--- config.mk ---
export PLATFORM = sky130hd
export DESIGN_NAME = elevator_car_controller
export DESIGN_NICKNAME = d
export VERILOG_FILES = /design/src/rtl/elevator_car_controller.sv
export SDC_FILE = /design/constraint.sdc
export NUM_CORES = 1
export LEC_CHECK = 0
export ABC_AREA = 1
export CAP_MARGIN = 0
export CORE_UTILIZATION = 53
export DETAILED_ROUTE_END_ITERATION = 12
export PLACE_DENSITY = 0.86
export SETUP_SLACK_MARGIN = 0.02
export SYNTH_ARGS = -nofsm -noshare
export SYNTH_HDL_FRONTEND = slang
export SYNTH_SLANG_ARGS = --single-unit
--- constraint.sdc ---
create_clock -name clk -period 3.5 [get_ports clk]
set_input_delay 0.7 -clock clk [delete_from_list [all_inputs] [get_ports clk]]
set_output_delay 0.7 -clock clk [all_outputs]
set_load 0.02 [all_outputs]
--- src/rtl/elevator_car_controller.sv ---
// Single-car elevator controller: serves queue_status requests with a SCAN policy.
// state     | meaning
// IDLE      | parked, choosing next direction from pending requests
// MOVE_UP   | travelling up one floor per TRAVEL_CYCLES
// MOVE_DOWN | travelling down one floor per TRAVEL_CYCLES
// ARRIVE    | one-cycle clear strobe for the floor just reached
// DOOR      | door held open, restarts if the floor is requested again
module elevator_car_controller #(
  parameter int FLOOR_COUNT   = 7,
  parameter int TRAVEL_CYCLES = 16,
  parameter int DOOR_CYCLES   = 32
) (
  input  logic                   clk,
  input  logic                   reset,
  input  logic [FLOOR_COUNT-1:0] queue_status,
  output logic                   clear_valid,
  output logic [2:0]             clear_floor,
  output logic [2:0]             current_floor,
  output logic                   motor_up,
  output logic                   motor_down,
  output logic                   door_open,
  output logic                   dir_up
);

  localparam logic [2:0] S_IDLE      = 3'd0;
  localparam logic [2:0] S_MOVE_UP   = 3'd1;
  localparam logic [2:0] S_MOVE_DOWN = 3'd2;
  localparam logic [2:0] S_ARRIVE    = 3'd3;
  localparam logic [2:0] S_DOOR      = 3'd4;

  localparam int TW = (TRAVEL_CYCLES > 1) ? $clog2(TRAVEL_CYCLES) : 1;
  localparam int DW = (DOOR_CYCLES > 1) ? $clog2(DOOR_CYCLES) : 1;
  localparam logic [TW-1:0] TRAVEL_LAST = TW'(TRAVEL_CYCLES - 1);
  localparam logic [DW-1:0] DOOR_LAST   = DW'(DOOR_CYCLES - 1);
  localparam logic [2:0]    FLOOR_TOP   = 3'(FLOOR_COUNT - 1);

  logic [2:0]    state_q, state_d;
  logic [2:0]    floor_q, floor_d;
  logic          dir_q, dir_d;
  logic [TW-1:0] tcnt_q, tcnt_d;
  logic [DW-1:0] dcnt_q, dcnt_d;

  logic here, above, below;
  logic here_up, above_up, here_dn, below_dn;

  // Request scan relative to the current floor and to the floor one step away.
  always_comb begin
    here     = 1'b0;
    above    = 1'b0;
    below    = 1'b0;
    here_up  = 1'b0;
    above_up = 1'b0;
    here_dn  = 1'b0;
    below_dn = 1'b0;
    for (int i = 0; i < FLOOR_COUNT; i++) begin
      if (i == int'(floor_q))     here     = here     | queue_status[i];
      if (i >  int'(floor_q))     above    = above    | queue_status[i];
      if (i <  int'(floor_q))     below    = below    | queue_status[i];
      if (i == int'(floor_q) + 1) here_up  = here_up  | queue_status[i];
      if (i >  int'(floor_q) + 1) above_up = above_up | queue_status[i];
      if (i + 1 == int'(floor_q)) here_dn  = here_dn  | queue_status[i];
      if (i + 1 <  int'(floor_q)) below_dn = below_dn | queue_status[i];
    end
  end

  always_comb begin
    state_d = state_q;
    floor_d = floor_q;
    dir_d   = dir_q;
    tcnt_d  = tcnt_q;
    dcnt_d  = dcnt_q;
    case (state_q)
      S_IDLE: begin
        tcnt_d = '0;
        dcnt_d = '0;
        if (here) begin
          state_d = S_ARRIVE;
        end else if (dir_q) begin
          if (above) begin
            state_d = S_MOVE_UP;
          end else if (below) begin
            state_d = S_MOVE_DOWN;
            dir_d   = 1'b0;
          end
        end else begin
          if (below) begin
            state_d = S_MOVE_DOWN;
          end else if (above) begin
            state_d = S_MOVE_UP;
            dir_d   = 1'b1;
          end
        end
      end
      S_MOVE_UP: begin
        // Top-floor guard keeps current_floor in range even if the queue changes mid-trip.
        if (floor_q >= FLOOR_TOP) begin
          state_d = S_IDLE;
          tcnt_d  = '0;
        end else if (tcnt_q == TRAVEL_LAST) begin
          tcnt_d  = '0;
          floor_d = floor_q + 3'd1;
          if (here_up)       state_d = S_ARRIVE;
          else if (!above_up) state_d = S_IDLE;
        end else begin
          tcnt_d = tcnt_q + TW'(1);
        end
      end
      S_MOVE_DOWN: begin
        if (floor_q == 3'd0) begin
          state_d = S_IDLE;
          tcnt_d  = '0;
        end else if (tcnt_q == TRAVEL_LAST) begin
          tcnt_d  = '0;
          floor_d = floor_q - 3'd1;
          if (here_dn)       state_d = S_ARRIVE;
          else if (!below_dn) state_d = S_IDLE;
        end else begin
          tcnt_d = tcnt_q - TW'(0) + TW'(1);
        end
      end
      S_ARRIVE: begin
        state_d = S_DOOR;
        dcnt_d  = '0;
      end
      S_DOOR: begin
        if (here) begin
          dcnt_d = '0;
        end else if (dcnt_q == DOOR_LAST) begin
          state_d = S_IDLE;
          dcnt_d  = '0;
        end else begin
          dcnt_d = dcnt_q + DW'(1);
        end
      end
      default: begin
        state_d = S_IDLE;
        tcnt_d  = '0;
        dcnt_d  = '0;
      end
    endcase
  end

  always_ff @(posedge clk or negedge reset) begin
    if (!reset) begin
      state_q <= S_IDLE;
      floor_q <= 3'd0;
      dir_q   <= 1'b1;
      tcnt_q  <= '0;
      dcnt_q  <= '0;
    end else begin
      state_q <= state_d;
      floor_q <= floor_d;
      dir_q   <= dir_d;
      tcnt_q  <= tcnt_d;
      dcnt_q  <= dcnt_d;
    end
  end

  // A re-request while the door is open is acknowledged in the same cycle.
  assign clear_valid   = (state_q == S_ARRIVE) || ((state_q == S_DOOR) && here);
  assign clear_floor   = floor_q;
  assign current_floor = floor_q;
  assign motor_up      = (state_q == S_MOVE_UP);
  assign motor_down    = (state_q == S_MOVE_DOWN);
  assign door_open     = (state_q == S_DOOR);
  assign dir_up        = dir_q;

endmodule
# Word level (Yosys, flattened, before mapping)
# Cells that the tools add are included.
# classes
eq_ne,30
mux,81
magnitude_cmp,21
add_sub_neg,5
bitwise_logic,41
reduce_logical,12
# op_table
operator,n
"equality test 4 x 32 -> 1 bit, first input constant",3
"equality test 3 x 32 -> 1 bit, first input constant",2
"greater-than comparator 3 x 32 -> 1 bit, first input constant",2
"greater-than comparator 4 x 32 -> 1 bit, first input constant",2
2-to-1 mux 3 bit,20
2-to-1 mux 1 bit,52
bitwise OR 1 bit,40
"equality test 2 x 32 -> 1 bit, first input constant",1
"greater-than comparator 1 x 32 -> 1 bit, first input constant",1
"greater-than comparator 2 x 32 -> 1 bit, first input constant",1
logical NOT 32 bit,1
case mux 3 bit (5 select lines),1
"equality test 3 bit, first input constant",4
2-to-1 mux 4 bit,3
case mux 4 bit (3 select lines),1
2-to-1 mux 5 bit,2
case mux 5 bit (2 select lines),1
"greater-than comparator 3 bit, first input constant",3
logical NOT 3 bit,3
"< comparator 3 bit, first input constant",3
"inequality test 4 x 3 -> 1 bit, second input constant",2
AND reduction 7 bit,1
"equality test 2 x 3 -> 1 bit, first input constant",2
"equality test 3 x 2 -> 1 bit, second input constant",2
28 further kinds,37
# word_totals
output_inout_bits,11
regBits,16

# Logic depth before layout (Yosys ltp)
# Gate-level depths: netlist (run 1).
# depth
word_depth,20
depth_mapped,16
mapped_depth_nobuf,15

# Least setup slack after synthesis (run 1)
# OpenSTA, ideal clock, no wires.
# synth_path
path_kind,flip-flop to output port
start,"reg floor_q[0], in the netlist clear_floor[0]"
end,out clear_valid
setup_slack_ns,1.157
required_ns,2.800
arrival_time_ns,1.643
stages_incl_launch_ff,12
path_cell_list,dfrtp_1 > buf_4 > inv_2 > ha_1 > nand2_1 > inv_1 > nand2_1 > nand2_1 > nor2_2 > nand2_1 > nand2_1 > nand2_1
# synth_between
elab_chain_cells,16
elab_cells_between_ends,22
cone_classes,eq/ne: 6; mux: 7; bitwise: 6; reduce/logical: 3
# synth_lines
item,line_no,rtl
from (decl),38,"logic [2:0] floor_q, floor_d;"
from (signal assigned),152,floor_q <= floor_d;
logical NOT 3 bit,56,if (i == int'(floor_q)) here = here | queue_status[i];
2-to-1 mux 1 bit,56,
bitwise OR 1 bit,56,
2-to-1 mux 1 bit,56,
bitwise OR 1 bit,56,
2-to-1 mux 1 bit,56,
bitwise OR 1 bit,56,
2-to-1 mux 1 bit,56,
bitwise OR 1 bit,56,
2-to-1 mux 1 bit,56,
bitwise OR 1 bit,56,
2-to-1 mux 1 bit,56,
bitwise OR 1 bit,56,
2-to-1 mux 1 bit *,56,
logical AND 1 bit *,160,assign clear_valid = (state_q == S_ARRIVE) || ((state_q == S_DOOR) && here);
logical OR 1 bit *,160,
to (decl),16,"output logic clear_valid,"
# Mark *: on every way between the ends. The rest lies on a longest branch, timed or not.

# Worst setup path after layout (run 1)
# layout_path
start,"reg floor_q[1], in the netlist clear_floor[1]"
end,out clear_valid
# The elaborated chain is that of the path after synthesis.

==> run_results.csv, run 1 <==
group,metric,value,unit
status,outcome,"complete, no violations",
yosys,syn_area_per_cell,6.591,sq um
clock_tree,cts_root_buffer,"clkbuf_4",
drt,routedWlPerCell,12.51,um
worst_hold_path,worstHoldPathType,"reg2reg",
critical_path,cp_data_required_time,2800,ps
pwr,p_leak,0.9671,nW
clock_tree,cts.clk_slew.worst_paths,90,ps
sta,rsz0062_at_grt,"false",
yosys,synth_top_cell_area_share,23.83,%
grt,grt_overflow,0,
grt,grt_max_degree,17,
sta,fin_setup_tns,0,ps
sta,finalMaxSlewViolations,0,
floorplan,core_region_area,2781,sq um
place,io_buffers,19,
yosys,synth_seq_cells,16,
clock_tree,post_cts_buffers,0,
drt,drtIter0Drc,78,
yosys,syn_inst,239,
sta,tightest_slew,700.6,ps
sta,setup_viol,0,
yosys,synth_top_area_cell,"dfrtp_1",
grt,grt_pass1_wl,6368,um
sta,fin_skew,2.073,ps
drt,ant_nets,0,
grt,antenna_found_initial,0,
clock_tree,cts_made_buffers,3,
yosys,ys_seq_area_share,25.50,%
drt,vias,1592,
finish,nNetsFinal,280,
floorplan,start_util,56.64,%
finish,area_growth,14.46,%
finish,drive_above_1_share,11.24,%
sta,hold_violations,0,
floorplan,num_rows,19,
yosys,syn-num-nets,260,
critical_path,reg2regPathDepth,14,
clock_tree,cts_tree,"done",
drt,vias_per_cell,5.509,
critical_path,critical_path_class,"reg2out",
worst_hold_path,hold_path_depth,1,
drt,drc,0,
flow_run,drv_cap,0,
yosys,netlist_top_cells_area,"dfrtp_1 24%, nand2_1 17%, ha_1 9.5%",
place,dp_hpwl,2817,um
clock_tree,worstSkewPairLatency,290,ps
drt,drt_first_pass_iters,5,
critical_path,cp.arrival,2610,ps
clock_tree,htree_levels,1,
clock_tree,cts_buffer_depth,2,
clock_tree,cts.sinks,16,
critical_path,end_kind,"primary output",
clock_tree,cts_hold_buffers,0,
yosys,synthDistinctLibCells,32,
critical_path,path_max_fanout,12,
finish,diodes,0,
floorplan,die_x,56.52,um
clock_tree,cts_resized,0,
sta,layout_min_cycle_time,3307,ps
sta,fin_crit_sh,94.48,%
grt,grt_usage,24.59,%
sta,maxSlewHeadroom,53.14,%
drt,routed_wl,3615,um
pwr,power_density,383.9,nW/um^2
finish,fin_util,64.82,%
grt,grt_pass1_vias,1459,
sta,max_freq,0.3024,GHz
pwr,ir_drop,458.0,uV
place,gp_congestion,0.9589,
critical_path,critPathLaunchType,"register",
yosys,netlist_area,1575,sq um
floorplan,die_y,56.52,um
floorplan,dieArea,3194,sq um
floorplan,io_pins,20,
yosys,yosysWarnings,0,
stage by stage:
stage / hold slack (ps) / std cells / worst slack (ps) / power [mW] / cell area (sq um)
after floorplan: 404.4 / 239 / 1157 / 0.4684 / 1575
after global placement: 490.4 / 285 / 428.9 / 0.5618 / 1767
after detailed placement: 491.7 / 285 / 384.4 / 0.5709 / 1767
after CTS: 513.7 / 289 / 216.4 / 0.6960 / 1803
after global routing: 555.1 / 289 / 22.57 / 0.7556 / 1803
final: 512.6 / 289 / 193.3 / 0.6922 / 1803
logic make-up after synthesis:
| kind of cell | synth area share [%] |
|---|---|
| flip-flops | 25.50 |
| XOR/XNOR | 2.224 |
| AO/OA/AOI/OAI | 12.39 |
| adder cells (fa/ha/maj) | 9.531 |
| AND/OR/NAND/NOR | 39.16 |
| buffers and inverters | 11.20 |
synthesized netlist by cell type:
library cell,n
a31oi_1,1
nand2_1,72
o211ai_1,2
nor2_2,3
a21boi_0,1
nor2_1,21
buf_4,4
o21ai_1,2
buf_6,2
o21a_1,1
ha_1,12
a32o_1,2
inv_2,7
xor2_1,4
o21bai_1,1
nand2_2,5
inv_1,26
nor3_1,2
nand3_1,26
a32oi_1,1
a21oi_1,8
dfrtp_1,15
a22o_1,1
o22ai_1,2
a21oi_2,1
dfstp_2,1
a22oi_1,1
o21ai_0,7
nor3_2,2
nand4_1,2
nand3_2,2
nand4_2,2
final timing paths:
check / start / to / slack, ps
max in group asynchronous: reset / dcnt_q[2] / 2230
min in group asynchronous: reset / dcnt_q[4] / 830
setup / recovery: clear_floor[1] / clear_valid / 190
hold reg to reg: dcnt_q[4] / dcnt_q[4] / 510
hold / removal: dcnt_q[4] / dcnt_q[4] / 510
setup reg to reg: clear_floor[1] / state_q[1] / 1270
state kept, by name (all words and copies together) (netlist names):
register	cells
clear_floor	3
tcnt_q	4
dir_up	1
state_q	3
dcnt_q	5
cell usage in the layout (no fill, tap or decap), drive strengths merged:
cell	n
dfstp	1
a31oi	1
ha	12
o21a	1
clkbuf	4
nand4	4
o22ai	2
a22o	1
o21ai	9
o21bai	1
dfrtp	15
xor2	4
nor2	24
nand3	28
buf	2
a32o	2
a22oi	1
o211ai	2
a21oi	9
a32oi	1
nor3	4
a21boi	1
inv	33
nand2	77
clkdlybuf4s50	19
layout make-up:
type / instances / area, sq um
sequential: 16 / 401.6
inverter: 33 / 123.9
fill: 259 / 978.4
clock buffer: 4 / 36.28
tap: 31 / 38.79
timing repair buffer: 21 / 205.2
multi-input combinational: 184 / 997.2
per-layer routing:
metal / track usage (%) / vias up / part of all wire [%]
li1: - / 814 / -
met1: 33.77 / 707 / 45
met2: 38.99 / 63 / 47
met3: 5.530 / 8 / 6.9
met4: 6.272 / 0 / 1.8
met5: 0 / - / 0
worst max-delay path, cell delays in order (launching register included):
cell and delay (ps):
dfrtp_1 550, inv_2 240, ha_1 270, inv_1 70, nor2_2 110, nand2_1 70
nand2_1 80, nor2_2 40, nand2_1 130, nand2_1 90, nand2_1 70, clkdlybuf4s50_1 590
report_power, final:
group,switching [mW],internal (mW)
sequential,0.0384,0.214
clock,0.0579,0.0634
combinational,0.202,0.117
Power figures use the tool's default switching activity.
==> inputs of run 2 (changes only) <==
- CTS_BUF_LIST: unset -> sky130_fd_sc_hd__clkbuf_8
- REMOVE_ABC_BUFFERS: unset -> 1
==> run 2 against run 1 <==
Sequential share of layout area fell by 0.32 points; design area rose by 1.5%; total power rose by 6.2%; global-route usage rose by 0.99 points; register-to-register slack barely moved; clock skew rose by 3.1 ps; via count rose by 0.94%; core utilization rose by 0.94 points.
==> run_results.csv, run 2 (synthesis results as in run 1) <==
group,metric,value,unit
status,outcome,"complete, no violations",
critical_path,r2r_start,"clear_floor[1]",
sta,rsz0062_at_grt,"false",
pwr,power_density,402.0,nW/um^2
place,postPlaceCellArea,1774,sq um
finish,fill_cells,243,
clock_tree,htree_levels,1,
grt,grt_pass1_wl,6465,um
drt,vias_per_cell,5.541,
sta,setup_viol,0,
drt,drt_first_pass_iters,4,
finish,diodes,0,
critical_path,critPathLaunchType,"register",
grt,grt_max_degree,17,
worst_hold_path,hold_end,"dcnt_q[4]",
critical_path,worstReg2RegEnd,"state_q[1]",
critical_path,cp.arrival,2550,ps
place,gp_congestion,0.9620,
critical_path,reg2regPathDepth,11,
floorplan,core_region_area,2781,sq um
place,io_buffers,19,
sta,maxSlewHeadroom,52.88,%
finish,layout_commonest_cell,"nand2_1",
worst_hold_path,worstHoldPathType,"reg2reg",
clock_tree,cts.sinks,16,
finish,final_area,1829,sq um
clock_tree,cts_buffer_depth,2,
grt,grt_usage,25.58,%
critical_path,critical_path_class,"reg2out",
finish,area_growth,16.12,%
sta,layout_min_cycle_time,3247,ps
critical_path,end_kind,"primary output",
sta,fin_skew,5.201,ps
clock_tree,cts.clk_slew.worst_paths,60,ps
floorplan,num_rows,19,
clock_tree,cts_root_buffer,"clkbuf_8",
floorplan,start_util,56.64,%
finish,nNetsFinal,281,
pwr,p_leak,0.9797,nW
drt,vias,1607,
critical_path,cp_data_required_time,2800,ps
finish,largest_reg_flops,5,
clock_tree,worstSkewPairLatency,250,ps
floorplan,dieArea,3194,sq um
sta,tightest_slew,704.7,ps
critical_path,rrSetupSlack,1260,ps
grt,antenna_found_initial,0,
worst_hold_path,hold_path_depth,1,
drt,ant_nets,0,
place,dp_hpwl,2959,um
floorplan,die_y,56.52,um
flow_run,drv_cap,0,
clock_tree,post_cts_buffers,0,
sta,fin_setup_tns,0,ps
finish,reg_top3,"dcnt_q (5), tcnt_q (4)",
grt,grt_pass1_vias,1495,
sta,finalMaxSlewViolations,0,
finish,regMostFlops,"dcnt_q",
finish,layout_common_cells,"72 x nand2_1, 26 x inv_1, 26 x nand3_1, 21 x nor2_1, 19 x clkdlybuf4s50_1",
drt,routedWlPerCell,12.97,um
drt,routed_wl,3761,um
sta,max_freq,0.3080,GHz
clock_tree,cts_made_buffers,3,
drt,drtIter0Drc,94,
sta,hold_violations,0,
worst_hold_path,hold_start,"dcnt_q[4]",
drt,drc,0,
clock_tree,cts_hold_buffers,0,
floorplan,io_pins,20,
critical_path,path_max_fanout,12,
grt,grt_overflow,0,
sta,fin_crit_sh,92.76,%
pwr,ir_drop,483.4,uV
floorplan,die_x,56.52,um
finish,drive_above_1_share,11.58,%
clock_tree,cts_tree,"done",
clock_tree,cts_resized,0,
## run 2: cell count changes in the layout (fill, tap and decap cells not counted)
cell	change
buf_4	+1
clkbuf_8	+3
clkbuf_4	-3
## run 2: cell type report
type | instances | area (sq um) | share of cell area (%)
Inverter | 33 | 123.9 | 6.772
Timing Repair Buffer | 22 | 212.7 | 11.63
Tap cell | 31 | 38.79 | 2.120
Sequential cell | 16 | 401.6 | 21.96
Clock buffer | 4 | 55.05 | 3.010
Multi-Input combinational cell | 184 | 997.2 | 54.51
## run 2: per-layer routing
metal	vias to the layer above	global-route usage, %	routed length [um]	part of all wire [%]
li1	809	-	-	-
met3	9	4.378	241	6.4
met4	0	11.15	78	2.1
met2	56	42.86	1797	48
met1	733	32.08	1644	44
met5	-	0	0	0
## run 2: worst max-delay path, stage by stage, from the launching register on
cell,delay [ps]
dfrtp_1,540
inv_2,230
ha_1,280
inv_1,70
nor2_2,100
nand2_1,70
nand2_1,70
nor2_2,40
nand2_1,120
nand2_1,100
nand2_1,70
clkdlybuf4s50_1,610
## run 2: power breakdown
group          switching [mW]  total (mW)  leakage (nW)  internal [mW]
Sequential             0.0352       0.249         0.215          0.214
Combinational           0.205       0.323         0.735          0.118
Clock                  0.0635       0.163        0.0288         0.0999
## run 2: worst max-delay path by stage
stage                    start           to  slack (ps)  cells after the start
6_report        clear_floor[1]  clear_valid         250                     11
5_1_grt         clear_floor[1]  clear_valid          90                     11
4_1_cts         clear_floor[1]  clear_valid         260                     11
3_5_place_dp   queue_status[2]  clear_valid         380                      8
3_3_place_gp   queue_status[2]  clear_valid         440                      8
2_1_floorplan   clear_floor[0]  clear_valid         990                     10
## run 2: metrics by stage
step	power, mW	util, %	hold WS [ps]	worst slack, ps	cells
floorplan	0.4684	-	404.4	988.6	233
global placement	0.5622	63.79	481.9	435.0	286
detailed placement	0.5690	63.79	506.8	379.7	286
CTS	0.7358	65.77	521.3	256.8	290
global route	0.7891	65.77	530.7	87.93	290
finish	0.7354	65.77	520.8	253.2	290
